$ cat config.mk
export PLATFORM = sky130hd
export DESIGN_NAME = nes_pad_poller
export DESIGN_NICKNAME = d
export VERILOG_FILES = /design/src/rtl/nes_pad_poller.sv
export SDC_FILE = /design/constraint.sdc
export NUM_CORES = 1
export LEC_CHECK = 0
export CAP_MARGIN = 25
export CELL_PAD_IN_SITES_DETAIL_PLACEMENT = 0
export CELL_PAD_IN_SITES_GLOBAL_PLACEMENT = 2
export CORE_ASPECT_RATIO = 0.6
export CORE_MARGIN = 2
export CORE_UTILIZATION = 39
export CTS_CLUSTER_SIZE = 12
export DETAILED_ROUTE_END_ITERATION = 7
export PLACE_DENSITY_LB_ADDON = 0.1
export REMOVE_ABC_BUFFERS = 1
export SLEW_MARGIN = 25
export SYNTH_ARGS = -nofsm -noshare
export SYNTH_HDL_FRONTEND = slang
export SYNTH_SLANG_ARGS = --single-unit
$ cat constraint.sdc
create_clock -name i_clk_900KHz -period 2 [get_ports i_clk_900KHz]
set_input_delay 0.3 -clock i_clk_900KHz [delete_from_list [all_inputs] [get_ports i_clk_900KHz]]
set_output_delay 0.3 -clock i_clk_900KHz [all_outputs]
set_load 0.05 [all_outputs]
$ cat src/rtl/nes_pad_poller.sv
// -----------------------------------------------------------------------------
// nes_pad_poller
//
// Autonomous poll sequencer for one NES game pad, clocked at 900 kHz.
// A poll is started either by the free-running poll timer (when enabled) or
// by a manual request. Each poll drives the pad latch for LATCH_CYC cycles,
// then produces exactly 8 pad clock pulses of HALF_CYC low / HALF_CYC high,
// sampling the (synchronized, active-low) serial data line on the last cycle
// of every low half. A one-cycle DONE state publishes the 8-bit result.
//
// Parameters
//   POLL_DIV   cycles between automatic poll triggers (> poll length + 1)
//   LATCH_CYC  cycles the latch is held high
//   HALF_CYC   cycles per pad clock half period (>= 3)
//
// Ports
//   i_clk_900KHz  system clock, all logic on its rising edge
//   i_reset       asynchronous active-high reset
//   i_enable      gates timer-driven polls (manual polls work regardless)
//   i_start_poll  manual poll request, only looked at while idle
//   i_data_in     pad serial data, active-low, asynchronous
//   o_latch       pad latch (registered)
//   o_pad_clk     pad shift clock (registered, idle low)
//   o_buttons     a,b,select,start,up,down,left,right in bits 0..7, active-high
//   o_valid       one-cycle pulse when o_buttons is updated
//   o_changed     one-cycle pulse with o_valid when the new value differs
//   o_busy        high while a poll is in progress
// -----------------------------------------------------------------------------
module nes_pad_poller #(
    parameter int POLL_DIV  = 15000,
    parameter int LATCH_CYC = 11,
    parameter int HALF_CYC  = 5
) (
    input  logic       i_clk_900KHz,
    input  logic       i_reset,
    input  logic       i_enable,
    input  logic       i_start_poll,
    input  logic       i_data_in,
    output logic       o_latch,
    output logic       o_pad_clk,
    output logic [7:0] o_buttons,
    output logic       o_valid,
    output logic       o_changed,
    output logic       o_busy
);

    // Counter widths: the phase counter must hold the longer of the two
    // phase lengths minus one.
    localparam int TW     = (POLL_DIV > 1) ? $clog2(POLL_DIV) : 1;
    localparam int PH_MAX = (LATCH_CYC > HALF_CYC) ? LATCH_CYC : HALF_CYC;
    localparam int PW     = (PH_MAX > 1) ? $clog2(PH_MAX) : 1;

    localparam logic [TW-1:0] TIMER_LAST = TW'(POLL_DIV - 1);
    localparam logic [TW-1:0] TIMER_ONE  = TW'(1);
    localparam logic [PW-1:0] LATCH_LAST = PW'(LATCH_CYC - 1);
    localparam logic [PW-1:0] HALF_LAST  = PW'(HALF_CYC - 1);
    localparam logic [PW-1:0] PHASE_ONE  = PW'(1);
    localparam logic [PW-1:0] PHASE_ZERO = PW'(0);

    typedef enum logic [2:0] {
        S_IDLE  = 3'd0,
        S_LATCH = 3'd1,
        S_LOW   = 3'd2,
        S_HIGH  = 3'd3,
        S_DONE  = 3'd4
    } state_t;

    state_t          r_state;
    logic [PW-1:0]   r_phase;
    logic [2:0]      r_bit;
    logic [7:0]      r_shift;
    logic [7:0]      r_buttons;
    logic [TW-1:0]   r_timer;
    logic            r_sync1;
    logic            r_sync2;
    logic            r_latch;
    logic            r_pad_clk;
    logic            r_valid;
    logic            r_changed;
    logic            r_busy;

    logic            w_tick;
    logic            w_trigger;

    // Timer tick only counts when automatic polling is enabled; a manual
    // request coinciding with a tick still yields a single poll.
    assign w_tick    = (r_timer == TIMER_LAST) && i_enable;
    assign w_trigger = w_tick || i_start_poll;

    assign o_latch   = r_latch;
    assign o_pad_clk = r_pad_clk;
    assign o_buttons = r_buttons;
    assign o_valid   = r_valid;
    assign o_changed = r_changed;
    assign o_busy    = r_busy;

    // Two-flop synchronizer for the pad data line; resets to the idle-high
    // level so an unplugged or idle pad reads as "no buttons pressed".
    always_ff @(posedge i_clk_900KHz or posedge i_reset) begin
        if (i_reset) begin
            r_sync1 <= 1'b1;
            r_sync2 <= 1'b1;
        end else begin
            r_sync1 <= i_data_in;
            r_sync2 <= r_sync1;
        end
    end

    // Free-running poll interval timer; keeps counting during a poll so the
    // poll rate is independent of poll duration.
    always_ff @(posedge i_clk_900KHz or posedge i_reset) begin
        if (i_reset) begin
            r_timer <= {TW{1'b0}};
        end else if (r_timer == TIMER_LAST) begin
            r_timer <= {TW{1'b0}};
        end else begin
            r_timer <= r_timer + TIMER_ONE;
        end
    end

    // Poll sequencer: state, phase/bit counters, capture register and all
    // registered pad/handshake outputs.
    always_ff @(posedge i_clk_900KHz or posedge i_reset) begin
        if (i_reset) begin
            r_state   <= S_IDLE;
            r_phase   <= PHASE_ZERO;
            r_bit     <= 3'd0;
            r_shift   <= 8'h00;
            r_buttons <= 8'h00;
            r_latch   <= 1'b0;
            r_pad_clk <= 1'b0;
            r_valid   <= 1'b0;
            r_changed <= 1'b0;
            r_busy    <= 1'b0;
        end else begin
            // Strobes are single-cycle unless DONE is being entered below.
            r_valid   <= 1'b0;
            r_changed <= 1'b0;

            case (r_state)
                S_IDLE: begin
                    if (w_trigger) begin
                        r_state <= S_LATCH;
                        r_phase <= PHASE_ZERO;
                        r_latch <= 1'b1;
                        r_busy  <= 1'b1;
                    end else begin
                        r_latch   <= 1'b0;
                        r_pad_clk <= 1'b0;
                        r_busy    <= 1'b0;
                    end
                end

                S_LATCH: begin
                    if (r_phase == LATCH_LAST) begin
                        r_state <= S_LOW;
                        r_phase <= PHASE_ZERO;
                        r_bit   <= 3'd0;
                        r_latch <= 1'b0;
                    end else begin
                        r_phase <= r_phase + PHASE_ONE;
                    end
                end

                S_LOW: begin
                    // Sample on the final low cycle so the pad output has
                    // had the whole half period (minus sync delay) to settle.
                    if (r_phase == HALF_LAST) begin
                        r_shift[r_bit] <= ~r_sync2;
                        r_state        <= S_HIGH;
                        r_phase        <= PHASE_ZERO;
                        r_pad_clk      <= 1'b1;
                    end else begin
                        r_phase <= r_phase + PHASE_ONE;
                    end
                end

                S_HIGH: begin
                    if (r_phase == HALF_LAST) begin
                        r_pad_clk <= 1'b0;
                        r_phase   <= PHASE_ZERO;
                        if (r_bit == 3'd7) begin
                            // Publish on entry to DONE so buttons, valid and
                            // changed are all visible in the DONE cycle.
                            r_state   <= S_DONE;
                            r_buttons <= r_shift;
                            r_valid   <= 1'b1;
                            r_changed <= (r_shift != r_buttons);
                        end else begin
                            r_state <= S_LOW;
                            r_bit   <= r_bit + 3'd1;
                        end
                    end else begin
                        r_phase <= r_phase + PHASE_ONE;
                    end
                end

                S_DONE: begin
                    r_state <= S_IDLE;
                    r_phase <= PHASE_ZERO;
                    r_busy  <= 1'b0;
                end

                default: begin
                    r_state   <= S_IDLE;
                    r_phase   <= PHASE_ZERO;
                    r_latch   <= 1'b0;
                    r_pad_clk <= 1'b0;
                    r_busy    <= 1'b0;
                end
            endcase
        end
    end

endmodule

==> reports/metrics.yaml <==
die_y_microns: 64.1
fin_skew_ns: 0.00626
nets: 241
relSlewSlack_pct: 64.6
synthAdderAreaFrac_pct: 3.20
syn_inst: 205
synth_top_family_by_area: "simple AND/OR/NAND/NOR gates"
clkTransAtPathRegs_ns: 0.09
fin_util_pct: 49.0
htree_levels: 2
power.leakage_nw: 1.26
cp-end-kind: "register"
grt-ovfl-total: 0
cts-buffers-inserted: 5
path_class: "register to register"
worstPathArrival_ns: 2.07
insertion_delay_ns: 0.30
drt_iter0_drc: 31
port-buffer-count: 17
wl_per_cell_microns: 14.7
grt_first_pass_wirelength_microns: 8290
ir_worst_vdd_mv: 0.470
critical-path-max-stage-delay_ns: 0.40
syn_avg_cell_area_sq_um: 11.5
fin_setup_tns_ns: 0
diodes: 0
rsz0062_at_grt: "no"
cts-root-buf: "clkbuf_8"
cp-start-kind: "register"
cts_buffer_depth: 2
worstPathCellList: "inv_1 -> ha_1 -> and4b_2 -> and3_1 -> buf_12 -> mux2_2"
finalCritPeriodShare_pct: 93.8
synthMuxAreaShare_pct: 6.50
postCtsHoldBufs: 0
tightestPinTransition_ns: 0.526
track_usage_pct: 15.9
grt_start_max_net_pins: 31
initial_utilization_pct: 41.2
synthXorXnorAreaFrac_pct: 7.46
die-area_sq_mm: 0.00668
ys_warn_count: 0
grt_antenna_before_repair: 0
cts.sinks: 47
grt_pass1_vias: 1641
drt_pass1_iterations: 4
fmax_mhz: 533
synthSimpleGateAreaFrac_pct: 19.8
die_w_microns: 104
cts-resized-gates: 0
power_density_mw_per_mm2: 931
synth.distinct_cells: 48
synth_compound_area_share_pct: 9.64
synth_edf_count: 0
finalHoldViolCount: 0
seq_area_frac_synth_pct: 50.2
drt-total-wl_microns: 4580
final-setup-viol-count: 0
hpwl_microns: 3370
drv_cap: 0
drive_gt1_share_pct: 19.0
slew_violations: 0
drt-vias-per-instance: 5.27
finalCriticalPeriod_ns: 1.88
ios: 18
drc: 0
cts_tree: "built"
critPathMaxFanout: 10
synth.area.top_cells: "dfrtp_1 (48%), xor2_1 (4.8%), mux2_2 (4.8%)"
synth_ff_type: "dfrtp_1"
status: "completed"
area_growth_pct: 19.1
synth_top_area_share_pct: 47.9
worstHoldPathType: "input pin to asynchronous set/reset pin"
core_sq_mm: 0.00570
required_ns: 2.19
place_congestion: 0.767
async_flop_share_pct: 100
crit_slowest_cell: "dfrtp_1"
num_vias: 1639
ant_nets: 0
synth_area_leader_cell: "dfrtp_1"
cts_setup_buffers: 0
synth_area_sq_mm: 0.00235
synth_seq_cells: 47
rows: 21
## layout make-up
type                            instances  area (sq um)
Inverter                                9          33.8
Fill cell                             517          2910
Clock buffer                            6          82.6
Multi-Input combinational cell        141          1100
Clock inverter                          2          35.0
Sequential cell                        47          1180
Timing Repair Buffer                   26           263
Tap cell                               80           100
## cells in the mapped netlist, drive strengths merged, types with 4 or more instances
cell type,instances
inv,9
a31oi,4
clkbuf,4
buf,4
o21ai,7
xor2,13
nor2,16
dfrtp,45
nand4,6
nand3,7
xnor2,7
ha,6
nand2,11
mux2,10
nor4,8
o31ai,5
mux2i,4
## routing by layer
metal,track usage (%),wire [microns],up-vias
li1,-,-,792
met1,23.9,2510,823
met2,22.2,1870,16
met3,3.98,137,8
met4,5.57,70,0
met5,0,0,-
## stage by stage
stage                     std cells  total power [W]  area [sq um]  worst slack [ns]  hold WS [ns]
after global placement          303          0.00187          2670             0.187         0.348
after detailed placement        303          0.00189          2670             0.137         0.353
final                           311          0.00260          2800             0.124         0.295
after CTS                       311          0.00263          2790             0.129         0.293
after global routing            311          0.00277          2800           0.00801         0.332
after floorplan                 197          0.00169          2310             0.218         0.304
## worst paths after layout
check                                       start                       end  slack [ns]  cells past startpoint
hold reg to reg                 r_sync1$_DFF_PP1_         r_sync2$_DFF_PP1_        0.36                      0
min in group i_clk_900KHz       r_sync1$_DFF_PP1_         r_sync2$_DFF_PP1_        0.36                      0
setup reg to reg           r_phase[0]$_DFFE_PP0P_  o_buttons[0]$_DFFE_PP0P_        0.12                      6
setup / recovery           r_phase[0]$_DFFE_PP0P_  o_buttons[0]$_DFFE_PP0P_        0.12                      6
hold / removal                            i_reset      r_timer[8]$_DFF_PP0_        0.29                      2
max in group asynchronous                 i_reset         r_sync1$_DFF_PP1_        1.14                      3
## flip-flops by register name (all words and copies together), names as in the netlist
signal	cells
r_timer	14
o_buttons	8
r_shift	8
r_phase	4
r_bit	3
r_state	3
o_busy	1
o_changed	1
o_latch	1
o_pad_clk	1
o_valid	1
r_sync1	1
r_sync2	1
## placed cells by master, fill, tap and decap left out, types with 7 or more instances in the layout
cell,n
nand2_1,11
dfrtp_1,45
xor2_1,13
xnor2_1,7
nor2_1,16
buf_4,7
mux2_2,10
nand3_1,7
clkdlybuf4s50_1,17
inv_1,8
## logic make-up after synthesis
kind of cell	Yosys count
and+or+nand+nor	72
DFF	47
AOI/OAI and AO/OA	29
xor gates and xnor gates	20
buffers and inverters	17
muxes	14
adders and majority gates	6
## worst max-delay path, delay by kind of cell (launching register included)
| kind | cells | cell delay [ns] |
|---|---|---|
| and+or+nand+nor | 2 | 0.53 |
| DFF | 1 | 0.40 |
| muxes | 1 | 0.33 |
| buffers and inverters | 2 | 0.25 |
| adders and majority gates | 1 | 0.24 |
## power by group
part	switching (W)	total, W	internal (W)	leakage, nW
Sequential	0.000149	0.00121	0.00106	0.613
Combinational	0.000353	0.000670	0.000317	0.585
Clock	0.000317	0.000721	0.000405	0.0612
Total	0.000819	0.00260	0.00178	1.26
Note: power is estimated with default switching activity, not from simulation.
